==> src/rtl/div_unit_pkg.sv <==
// ============================================================================
// div_unit_pkg : shared divider defines (state codes, ALU control codes)
// Rev 1.0
// ============================================================================
`default_nettype none

package div_unit_pkg;

  typedef logic [1:0] div_state_t;

  localparam div_state_t DIV_IDLE = 2'b00;
  localparam div_state_t DIV_BUSY = 2'b01;
  localparam div_state_t DIV_DONE = 2'b10;

  // Execute-stage control codes; divide codes sit beside the multiply/move ones
  localparam logic [7:0] MULT_CONTROL  = 8'b0001_1000;
  localparam logic [7:0] MULTU_CONTROL = 8'b0001_1001;
  localparam logic [7:0] DIV_CONTROL   = 8'b0001_1010;
  localparam logic [7:0] DIVU_CONTROL  = 8'b0001_1011;
  localparam logic [7:0] MTHI_CONTROL  = 8'b0001_0001;
  localparam logic [7:0] MTLO_CONTROL  = 8'b0001_0011;

  localparam int DIV_ITERS = 32;

endpackage

`default_nettype wire

==> src/rtl/div_unit.sv <==
// ============================================================================
// div_unit : multi-cycle restoring divider, signed/unsigned, {rem, quo} result
// Rev 1.0
// ============================================================================
`default_nettype none

module div_unit
  import div_unit_pkg::*;
#(
  parameter int WIDTH = 32
) (
  input  logic                 clk,
  input  logic                 rst,
  input  logic                 start,
  input  logic                 signed_div,
  input  logic                 annul,
  input  logic [WIDTH-1:0]     opdata1,
  input  logic [WIDTH-1:0]     opdata2,
  output logic                 busy,
  output logic                 ready,
  output logic [2*WIDTH-1:0]   result
);

  localparam int CNT_W = $clog2(WIDTH);
  localparam logic [CNT_W-1:0] c_last_iter = CNT_W'(WIDTH - 1);

  div_state_t       r_state;
  logic [CNT_W-1:0] r_cnt;
  logic [WIDTH-1:0] r_dvd;   // dividend bits shift out the top, quotient bits enter the bottom
  logic [WIDTH-1:0] r_dvs;
  logic [WIDTH-1:0] r_rem;
  logic             r_neg_q;
  logic             r_neg_r;

  logic [WIDTH:0]   w_trial;
  logic [WIDTH:0]   w_diff;
  logic             w_qbit;
  logic [WIDTH-1:0] w_rem_next;
  logic [WIDTH-1:0] w_quo_next;
  logic [WIDTH-1:0] w_rem_fin;
  logic [WIDTH-1:0] w_quo_fin;
  logic [WIDTH-1:0] w_abs1;
  logic [WIDTH-1:0] w_abs2;

  always_comb begin
    w_trial    = {r_rem, r_dvd[WIDTH-1]};
    w_diff     = w_trial - {1'b0, r_dvs};
    w_qbit     = ~w_diff[WIDTH];
    // On restore the trial is below the divisor, so its top bit is already zero
    w_rem_next = w_qbit ? w_diff[WIDTH-1:0] : w_trial[WIDTH-1:0];
    w_quo_next = {r_dvd[WIDTH-2:0], w_qbit};
    w_quo_fin  = r_neg_q ? (~w_quo_next + 1'b1) : w_quo_next;
    w_rem_fin  = r_neg_r ? (~w_rem_next + 1'b1) : w_rem_next;
    w_abs1     = opdata1[WIDTH-1] ? (~opdata1 + 1'b1) : opdata1;
    w_abs2     = opdata2[WIDTH-1] ? (~opdata2 + 1'b1) : opdata2;
  end

  always_ff @(posedge clk) begin
    if (rst) begin
      r_state <= DIV_IDLE;
      r_cnt   <= '0;
      r_dvd   <= '0;
      r_dvs   <= '0;
      r_rem   <= '0;
      r_neg_q <= 1'b0;
      r_neg_r <= 1'b0;
      result  <= '0;
    end else begin
      case (r_state)
        DIV_IDLE: begin
          if (start) begin
            if (opdata2 == '0) begin
              result  <= {opdata1, {WIDTH{1'b1}}};
              r_state <= DIV_DONE;
            end else begin
              r_dvd   <= signed_div ? w_abs1 : opdata1;
              r_dvs   <= signed_div ? w_abs2 : opdata2;
              r_neg_q <= signed_div & (opdata1[WIDTH-1] ^ opdata2[WIDTH-1]);
              r_neg_r <= signed_div & opdata1[WIDTH-1];
              r_rem   <= '0;
              r_cnt   <= '0;
              r_state <= DIV_BUSY;
            end
          end
        end
        DIV_BUSY: begin
          if (annul) begin
            r_state <= DIV_IDLE;
          end else begin
            r_rem <= w_rem_next;
            r_dvd <= w_quo_next;
            r_cnt <= r_cnt + 1'b1;
            if (r_cnt == c_last_iter) begin
              result  <= {w_rem_fin, w_quo_fin};
              r_state <= DIV_DONE;
            end
          end
        end
        DIV_DONE: r_state <= DIV_IDLE;
        default:  r_state <= DIV_IDLE;
      endcase
    end
  end

  assign busy  = (r_state == DIV_BUSY);
  assign ready = (r_state == DIV_DONE);

endmodule

`default_nettype wire

==> config.mk <==
export PLATFORM = sky130hd
export DESIGN_NAME = div_unit
export DESIGN_NICKNAME = d
export VERILOG_FILES = /design/src/rtl/div_unit_pkg.sv /design/src/rtl/div_unit.sv
export SDC_FILE = /design/constraint.sdc
export NUM_CORES = 1
export LEC_CHECK = 0
export ABC_CLOCK_PERIOD_IN_PS = 8200
export BUFFER_PORTS_ARGS = -buffer_cell sky130_fd_sc_hd__clkbuf_2
export CORE_MARGIN = 2
export CORE_UTILIZATION = 35
export DETAILED_ROUTE_END_ITERATION = 8
export PLACE_DENSITY_LB_ADDON = 0.2
export SLEW_MARGIN = 15
export SYNTH_ARGS = -nofsm -noshare
export SYNTH_HDL_FRONTEND = slang
export SYNTH_SLANG_ARGS = --single-unit
==> constraint.sdc <==
create_clock -name clk -period 8.2 [get_ports clk]
set_input_delay 0.82 -clock clk [delete_from_list [all_inputs] [get_ports clk]]
set_output_delay 0.82 -clock clk [all_outputs]
set_load 0.005 [all_outputs]
==> results.toml, run 1 <==
[clocking]
cts_max_level = 4
clockBufferDepth = 2
ctsResizeCount = 0
clock-root-buffer = "clkbuf_16"
clkTransAtPathRegs_ps = 80
cts_made_buffers = 17
cts_tree = "done"
cts_sinks = 169
cts_hold_buf = 0
post-cts-setup-buffers = 0
clk_latency_ps = 440

[finish]
final_util_pct = 40.4
antenna_cells = 0
fin_nets = 1761
drive_gt1_share_pct = 12.9
synthToLayoutAreaGrowth_pct = 13.2

[floorplanning]
num_io_pins = 135
core_sq_um = 32700
initial_core_util_pct = 35.7
die_x_microns = 187
fp-row-count = 66
die_area_sq_um = 34800
die_y_microns = 187

[routing]
initialDrtViolationCount = 882
drt-wirelength-per-cell_microns = 17.8
drc = 0
postRouteWirelength_microns = 37600
postRouteAntennaNets = 0
vias_per_cell = 5.51
dr.pass1.iters = 6
via_count = 11600

[sta]
finClkSkew_ps = 15.7
finalCritPeriodShare_pct = 70.5
relSlewSlack_pct = 28.0
finalWorstSetupSlack_ps = 2420
fin_hold_ws_ps = 454
hold_viol = 0
drv_slew = 0
setup_violations = 0
grt_setup_unrepaired = "no"
tns_ps = 0
max_clock_freq_ghz = 0.173
worstMarginPinSlew_ps = 1070
post-route-min-period_ps = 5780

[power]
powerDensity_nw_per_um2 = 172
ir_worst_vdd_uv = 145
p_leak_nw = 5.24
p_total_mw = 2.27

[synthesis]
postSynthAreaPerCell_sq_um = 7.37
synth_common_cells = "nor2_1 (268), dfxtp_1 (169), nand2_1 (154), a21oi_1 (141), a211oi_1 (83)"
ys.flop_type = "dfxtp_1"
synth_cells = 1583
async_flop_share_pct = 0
ys_ff_latch = 169
yosysWarnings = 0
yosys-top-cells-area = "dfxtp_1 (29%), nor2_1 (8.6%), a21oi_1 (6.1%)"
synth_top_area_share_pct = 29.0
synth_area_sq_um = 11700
synth_largest_area_cell = "dfxtp_1"
yosysUniqueCellTypes = 77
syn_nets = 1691
yosysMostFrequentCell = "nor2_1"
ys_seq_area_share_pct = 29.0
synth-edff-count = 0

[global_routing]
grt_max_degree = 93
grt_pass1_vias = 11000
track_usage_pct = 21.5
grt_pass1_wl_microns = 60400
overflow = 0
antenna_found_initial = 0

[critical_path]
ff2ff_path_depth = 19
cp-endpoint = "result[62]"
cp-end-kind = "flip-flop"
cp.arrival_ps = 6100
r2r_start = "r_rem[17]"
r2r_slack_ps = 2420
crit_type = "reg2reg"
worstPathRequired_ps = 8520
crit_start = "r_rem[17]"
timing.rr.end = "result[62]"
critPathMaxFanout = 43
worstSetupStartpointType = "flip-flop"

[run]
drv_cap = 0

[place]
gp_congestion = 0.905
port_buffers = 134
place_hpwl_microns = 27800
dp_slack_ps = 2510

[worst_hold_path]
min_path_type = "reg2reg"

[outcome]
status = "finished clean"
[state kept, by name, indices dropped and copies added, names as in the netlist]
name	flops
r_cnt	5
r_dvd	32
result	64
r_state	2
r_dvs	32
r_rem	32
r_neg_r	1
r_neg_q	1
[final cells by class]
type	instances	area, sq um
inverters	51	191
clock buffers	21	450
repair buffers	149	786
fillers	3528	19500
multi-input cells	1265	7720
well taps	442	553
flip-flops and latches	169	3380
clock inverters	11	116
[critical path: stages (launching register included)]
cell       delay (ps)
dfxtp_1           370
ha_1              450
nand2_1           110
o211ai_1          250
a21oi_1           110
o31ai_1           650
o21a_1            470
nor2_4             70
inv_2             550
nor2_1             80
a21oi_1           190
ha_1              300
or4b_1            490
inv_1              90
o2111a_1          220
a41oi_1            60
or3_1             350
o41ai_1           330
xor2_1            120
a2111oi_0         380
[power by group]
| group | internal, mW | total (mW) | switching [mW] |
|---|---|---|---|
| Sequential | 0.861 | 0.895 | 0.0348 |
| Combinational | 0.199 | 0.581 | 0.381 |
| Clock | 0.432 | 0.796 | 0.363 |
| Total | 1.49 | 2.27 | 0.779 |
[cells by family (layout without fill, tap and decap cells)]
kind of cell / count (synthesis) / in the layout / synth area share (%)
AOI/OAI and AO/OA: 469 / 469 / 26.6
and+or+nand+nor: 602 / 602 / 23.2
DFF: 169 / 169 / 29.0
adders and majority gates: 39 / 39 / 4.25
xor gates and xnor gates: 135 / 135 / 10.1
muxes: 20 / 20 / 1.85
buffers and inverters: 149 / 232 / 5.01
[metal layers]
metal  vias up  global-route usage, %  routed length, microns
met3        35                   3.33                    1580
met5         -                      0                       0
met4         0                   5.25                     537
met2       266                   36.3                   17900
met1      5495                   28.7                   17600
li1       5821                      -                       -
[worst min path at each step]
stage | startpoint | to | slack [ps] | depth (start not counted)
6_report | result[39] | result[39] | 450 | 2
5_1_grt | r_dvs[0] | r_dvs[0] | 490 | 2
3_5_place_dp | result[39] | result[39] | 450 | 2
3_3_place_gp | r_dvs[22] | r_dvs[22] | 450 | 2
4_1_cts | result[39] | result[39] | 460 | 2
2_1_floorplan | r_dvs[18] | r_dvs[18] | 430 | 2
[cells in the final DEF, fill, tap and decap left out, types with 12 or more instances in the layout]
| cell | synthesis | routed |
|---|---|---|
| ha_1 | 38 | 38 |
| a22oi_1 | 29 | 29 |
| and2_1 | 12 | 12 |
| nor2_1 | 268 | 266 |
| nand2_1 | 154 | 153 |
| buf_4 | 1 | 16 |
| clkbuf_2 | 0 | 133 |
| a21oi_1 | 141 | 140 |
| o21ai_0 | 72 | 72 |
| nor3_1 | 44 | 44 |
| a311oi_1 | 21 | 21 |
| nand3_1 | 14 | 14 |
| a211oi_1 | 83 | 83 |
| dfxtp_1 | 169 | 169 |
| or3_1 | 20 | 20 |
| nor4_1 | 23 | 23 |
| a31oi_1 | 13 | 13 |
| o31ai_1 | 20 | 20 |
| xnor2_1 | 57 | 57 |
| o41ai_1 | 13 | 13 |
| clkbuf_16 | 0 | 17 |
| xor2_1 | 78 | 78 |
| inv_1 | 49 | 49 |
[stage by stage]
step,cells,area [sq um]
5_1_grt,2108,13200
3_3_place_gp,2076,12600
2_1_floorplan,1583,11700
6_report,2108,13200
3_5_place_dp,2076,12600
4_1_cts,2108,13200
No activity file was read; power rests on OpenSTA's default activity.
==> run 2, diff against run 1 <==
--- a/config.mk
+++ b/config.mk
@@ -5,7 +5,8 @@
 export SDC_FILE = /design/constraint.sdc
 export NUM_CORES = 1
 export LEC_CHECK = 0
-export ABC_CLOCK_PERIOD_IN_PS = 8200
+export ABC_AREA = 1
+export ABC_CLOCK_PERIOD_IN_PS = 4700
 export BUFFER_PORTS_ARGS = -buffer_cell sky130_fd_sc_hd__clkbuf_2
 export CORE_MARGIN = 2
 export CORE_UTILIZATION = 35
==> constraint.sdc (replaced) <==
create_clock -name clk -period 4.7 [get_ports clk]
set_input_delay 0.47 -clock clk [delete_from_list [all_inputs] [get_ports clk]]
set_output_delay 0.47 -clock clk [all_outputs]
set_load 0.005 [all_outputs]
==> results.toml, run 2 <==
[outcome]
status = "finished clean"

[sta]
grt_setup_unrepaired = "no"
drv_slew = 0
finalCritPeriodShare_pct = 90.3
worstMarginPinSlew_ps = 1070
setup_violations = 0
relSlewSlack_pct = 28.6
hold_viol = 0
post-route-min-period_ps = 4250
max_clock_freq_ghz = 0.236
tns_ps = 0
finClkSkew_ps = 15.8

[global_routing]
overflow = 0
grt_max_degree = 80
track_usage_pct = 23.3
antenna_found_initial = 0
grt_pass1_vias = 12900
grt_pass1_wl_microns = 70700

[finish]
final_cell_mix = "nand2_1 (580), inv_1 (264), nor2_1 (174), dfxtp_1 (169), a21oi_1 (167)"
drive_gt1_share_pct = 12.5
fin_nets = 2295
antenna_cells = 0
final_common_cell = "nand2_1"
stdcell_count = 2660
largest_register_ffs = 64
regMostFlops = "result"
fillers = 3953
synthToLayoutAreaGrowth_pct = 12.9

[routing]
dr.pass1.iters = 6
drc = 0
vias_per_cell = 5.22
drt-wirelength-per-cell_microns = 16.7
via_count = 13900
postRouteWirelength_microns = 44400
postRouteAntennaNets = 0
initialDrtViolationCount = 1215

[place]
gp_congestion = 0.916
place_hpwl_microns = 34000
dp_cells = 2629
port_buffers = 134

[worst_hold_path]
hold_depth = 3
min_path_type = "in2reg"

[clocking]
clockBufferDepth = 2
cts_hold_buf = 0
ctsResizeCount = 0
clock-root-buffer = "clkbuf_16"
cts_max_level = 4
clk_latency_ps = 460
cts_made_buffers = 17
clkTransAtPathRegs_ps = 70
post-cts-setup-buffers = 0
cts_sinks = 169
cts_tree = "done"

[floorplanning]
core_sq_um = 35700
die_x_microns = 195
fp-row-count = 69
initial_core_util_pct = 35.7
num_io_pins = 135
die_y_microns = 195
die_area_sq_um = 38000

[synthesis]
synth_cells = 2101
synth_area_sq_um = 12800
synth_common_cells = "nand2_1 (580), inv_1 (264), nor2_1 (176), dfxtp_1 (169), a21oi_1 (168)"
yosys-top-cells-area = "dfxtp_1 (27%), nand2_1 (17%), inv_1 (7.8%)"
syn_nets = 2209
ys.flop_type = "dfxtp_1"
ys_ff_latch = 169
yosys.area_share.adder_pct = 3.88
ys_seq_area_share_pct = 26.5
yosysMostFrequentCell = "nand2_1"
synth_top_area_share_pct = 26.5
postSynthAreaPerCell_sq_um = 6.07
yosysWarnings = 0
synth-edff-count = 0
synth_compound_area_share_pct = 19.3
synthMuxAreaShare_pct = 0
synth-xor-area-share_pct = 3.84
synth_top_family_by_area = "simple AND/OR/NAND/NOR gates"
synth_largest_area_cell = "dfxtp_1"
yosysUniqueCellTypes = 57
async_flop_share_pct = 0
synth-simple-area-share_pct = 35.4

[critical_path]
cp.arrival_ps = 4590
critPathMaxFanout = 8
cp-end-kind = "flip-flop"
crit_buf_inv = 3
crit_type = "reg2reg"
worstSetupStartpointType = "flip-flop"
slowest_delay_ps = 400
ff2ff_path_depth = 28
crit_cells = 28
worstPathRequired_ps = 5050
cp_slowest_cell = "fa_1"
critPathTopFamily = "simple AND/OR/NAND/NOR gates"

[power]
p_switching_mw = 1.81
pwr-share-comb_pct = 32.4
seq_power_share_pct = 35.0
powerDensity_nw_per_um2 = 328
intPower_mw = 2.91
p_leak_nw = 6.98
switching_share_pct = 38.3
ir_worst_vdd_uv = 271
p_clk_share_pct = 32.5

[run]
drv_cap = 0
==> run 2: changes by cell type in the layout (fill, tap and decap cells not counted), moves of 22 or more <==
cell | previous run | this run
a21oi_1 | 140 | 167
nor2_1 | 266 | 174
xnor2_1 | 57 | 12
xor2_1 | 78 | 44
nand2_2 | 3 | 29
inv_1 | 49 | 264
nand3_1 | 14 | 139
a31oi_1 | 13 | 35
o21ai_0 | 72 | 155
a211oi_1 | 83 | 6
nand2_1 | 153 | 580
a22oi_1 | 29 | 1
==> run 2: kinds of logic (layout without fill, tap and decap cells) <==
logic type	count (synthesis)	count (layout)
and+or+nand+nor	1039	1039
AOI/OAI and AO/OA	437	437
buffers and inverters	361	459
DFF	169	169
xor gates and xnor gates	56	56
adders and majority gates	39	39
==> run 2: per-layer routing <==
layer	vias to the layer above	routed length, microns	global-route usage [%]
li1	7033	-	-
met1	6415	21300	33.2
met2	410	20000	37.7
met3	37	2400	3.14
met4	0	570	4.55
met5	-	0	0
==> run 2: power by group through the flow <==
stage	clock network, mW	registers (mW)	logic (mW)
2_1_floorplan	0	1.66	1.06
3_3_place_gp	0	1.68	1.50
3_5_place_dp	0	1.68	1.50
4_1_cts	1.56	1.65	1.51
5_1_grt	1.61	1.67	1.72
6_report	1.54	1.65	1.53
==> run 2: worst register-to-register path: cells and delay by family, from the launching register on <==
family                   cells  cell delay [ps]
AO/OA/AOI/OAI                3              520
XOR/XNOR                     1              140
adder cells (fa/ha/maj)      3              720
buffers and inverters        3              210
flip-flops                   1              300
AND/OR/NAND/NOR             18             2240
==> run 2: stage by stage <==
step                      total power [mW]  hold WS, ps  area, sq um  setup WS [ps]  utilization [%]
after detailed placement              3.19          454        13800            233             38.6
after global placement                3.18          450        13800            314             38.6
after floorplan                       2.72          432        12800            709                -
final                                 4.72          342        14400            454             40.3
after global routing                  5.00          358        14400           67.6             40.3
after CTS                             4.72          328        14400            218             40.3
==> run 2: path summary, 6_finish.rpt <==
kind / slack (ps) / endpoint / start
setup / recovery: 450 / result[30] / r_dvd[31]
hold / removal: 340 / r_dvs[25] / opdata2[25]
setup reg to reg: 450 / result[30] / r_dvd[31]
hold reg to reg: 470 / result[60] / result[60]
==> run 2: cell type report <==
class	count	area [sq um]	share of cell area, %
tap	461	577	4.00
timing repair buffer	151	798	5.54
multi-input combinational	1571	8000	55.5
clock inverter	9	139	0.964
sequential	169	3380	23.5
inverter	277	1040	7.22
clock buffer	22	474	3.29
==> run 3, diff against run 2 <==
--- a/config.mk
+++ b/config.mk
@@ -9,7 +9,7 @@
 export ABC_CLOCK_PERIOD_IN_PS = 4700
 export BUFFER_PORTS_ARGS = -buffer_cell sky130_fd_sc_hd__clkbuf_2
 export CORE_MARGIN = 2
-export CORE_UTILIZATION = 35
+export CORE_UTILIZATION = 38
 export DETAILED_ROUTE_END_ITERATION = 8
 export PLACE_DENSITY_LB_ADDON = 0.2
 export SLEW_MARGIN = 15
==> results.toml, run 3 (synthesis results as in run 2) <==
[floorplanning]
die_x_microns = 187
core_sq_um = 33300
initial_core_util_pct = 38.3
num_io_pins = 135
die_y_microns = 187
fp-row-count = 67
die_area_sq_um = 35100

[sta]
worstMarginPinSlew_ps = 1160
setup_violations = 0
post-route-min-period_ps = 4290
finClkSkew_ps = 15.0
finalCritPeriodShare_pct = 91.3
finalWorstSetupSlack_ps = 408
max_clock_freq_ghz = 0.233
relSlewSlack_pct = 22.3
drv_slew = 0
hold_viol = 0

[power]
switching_share_pct = 39.9
pwr-share-comb_pct = 33.2
ir_worst_vdd_uv = 268
seq_power_share_pct = 36.4
p_switching_mw = 1.81
p_clk_share_pct = 30.4
intPower_mw = 2.74
powerDensity_nw_per_um2 = 318
p_leak_nw = 6.95

[finish]
final_common_cell = "nand2_1"
largest_register_ffs = 64
final_cell_mix = "nand2_1 (580), inv_1 (264), nor2_1 (174), dfxtp_1 (169), a21oi_1 (168)"
fillers = 3647
fin_nets = 2292
final_area_sq_um = 14300
synthToLayoutAreaGrowth_pct = 12.1
antenna_cells = 0
drive_gt1_share_pct = 12.4
regMostFlops = "result"

[critical_path]
worstSetupStartpointType = "flip-flop"
crit_type = "reg2reg"
timing.rr.end = "result[30]"
cp_slowest_cell = "fa_1"
critPathMaxFanout = 8
slowest_delay_ps = 400
worstPathRequired_ps = 5040
r2r_start = "r_dvd[31]"
crit_start = "r_dvd[31]"
cp.arrival_ps = 4630
ff2ff_path_depth = 28
cp-end-kind = "flip-flop"
r2r_slack_ps = 410

[routing]
via_count = 13800
initialDrtViolationCount = 1070
postRouteWirelength_microns = 43000
vias_per_cell = 5.23
postRouteAntennaNets = 0
drc = 0
dr.pass1.iters = 5
drt-wirelength-per-cell_microns = 16.3

[global_routing]
grt_pass1_vias = 12700
track_usage_pct = 24.6
grt_max_degree = 100
overflow = 0
grt_pass1_wl_microns = 68700
antenna_found_initial = 0

[worst_hold_path]
hold_start = "opdata2[27]"
hold_depth = 3
min_path_type = "in2reg"
min_to = "r_dvs[27]"

[outcome]
status = "finished clean"

[place]
gp_congestion = 0.907
port_buffers = 134
place_hpwl_microns = 32500
placed_area_sq_um = 13700
dp_slack_ps = 283

[clocking]
clkTransAtPathRegs_ps = 70
cts_max_level = 4
clk_latency_ps = 460
cts_tree = "done"
cts_made_buffers = 17
cts_sinks = 169
clockBufferDepth = 2
clock-root-buffer = "clkbuf_16"

[run]
drv_cap = 0
run 3: routing by layer:
| layer | up-vias | routed length (microns) | track usage (%) |
|---|---|---|---|
| met1 | 6386 | 20700 | 34.5 |
| met4 | 0 | 814 | 6.87 |
| met3 | 46 | 2190 | 3.38 |
| met5 | - | 0 | 0 |
| li1 | 7034 | - | - |
| met2 | 372 | 19300 | 39.4 |
run 3: timing repair:
action,in CTS,in global routing
setup endpoints to repair,0,4
hold buffers,0,0
buffers inserted,0,0
gates resized for setup,0,2
run 3: final cells by class:
cell class	count	area [sq um]	area share, %
Inverter	277	1040	7.29
Tap cell	448	561	3.92
Multi-Input combinational cell	1571	8000	55.9
Clock buffer	20	457	3.19
Clock inverter	12	91.3	0.639
Sequential cell	169	3380	23.7
Timing Repair Buffer	148	776	5.42
run 3: worst max path at each step:
stage	endpoint	slack [ps]	depth (start not counted)
floorplan	result[30]	710	30
global placement	result[30]	340	28
detailed placement	result[30]	280	28
CTS	result[30]	250	28
global route	result[30]	-10	28
finish	result[30]	410	28
run 3: critical path, delay by kind of cell (launching register included):
kind | cells | cell delay [ps]
and+or+nand+nor | 18 | 2250
adders and majority gates | 3 | 730
AOI/OAI and AO/OA | 3 | 530
DFF | 1 | 300
buffers and inverters | 3 | 210
xor gates and xnor gates | 1 | 140
run 3: metrics by stage:
step	power (mW)	TNS, ps	hold WS [ps]	cells	utilization (%)
after floorplan	2.72	0	432	2101	-
after global placement	3.16	0	451	2613	41.3
after detailed placement	3.17	0	451	2613	41.3
after CTS	4.56	0	318	2645	43.0
after global routing	4.84	-10.3	344	2645	43.0
final	4.55	0	335	2645	43.0
run 3: power by group through the flow:
stage               registers, mW  clock network (mW)  logic, mW
CTS                          1.65                1.41       1.50
global route                 1.67                1.47       1.70
detailed placement           1.69                   0       1.49
finish                       1.66                1.38       1.51
floorplan                    1.66                   0       1.06
global placement             1.68                   0       1.48
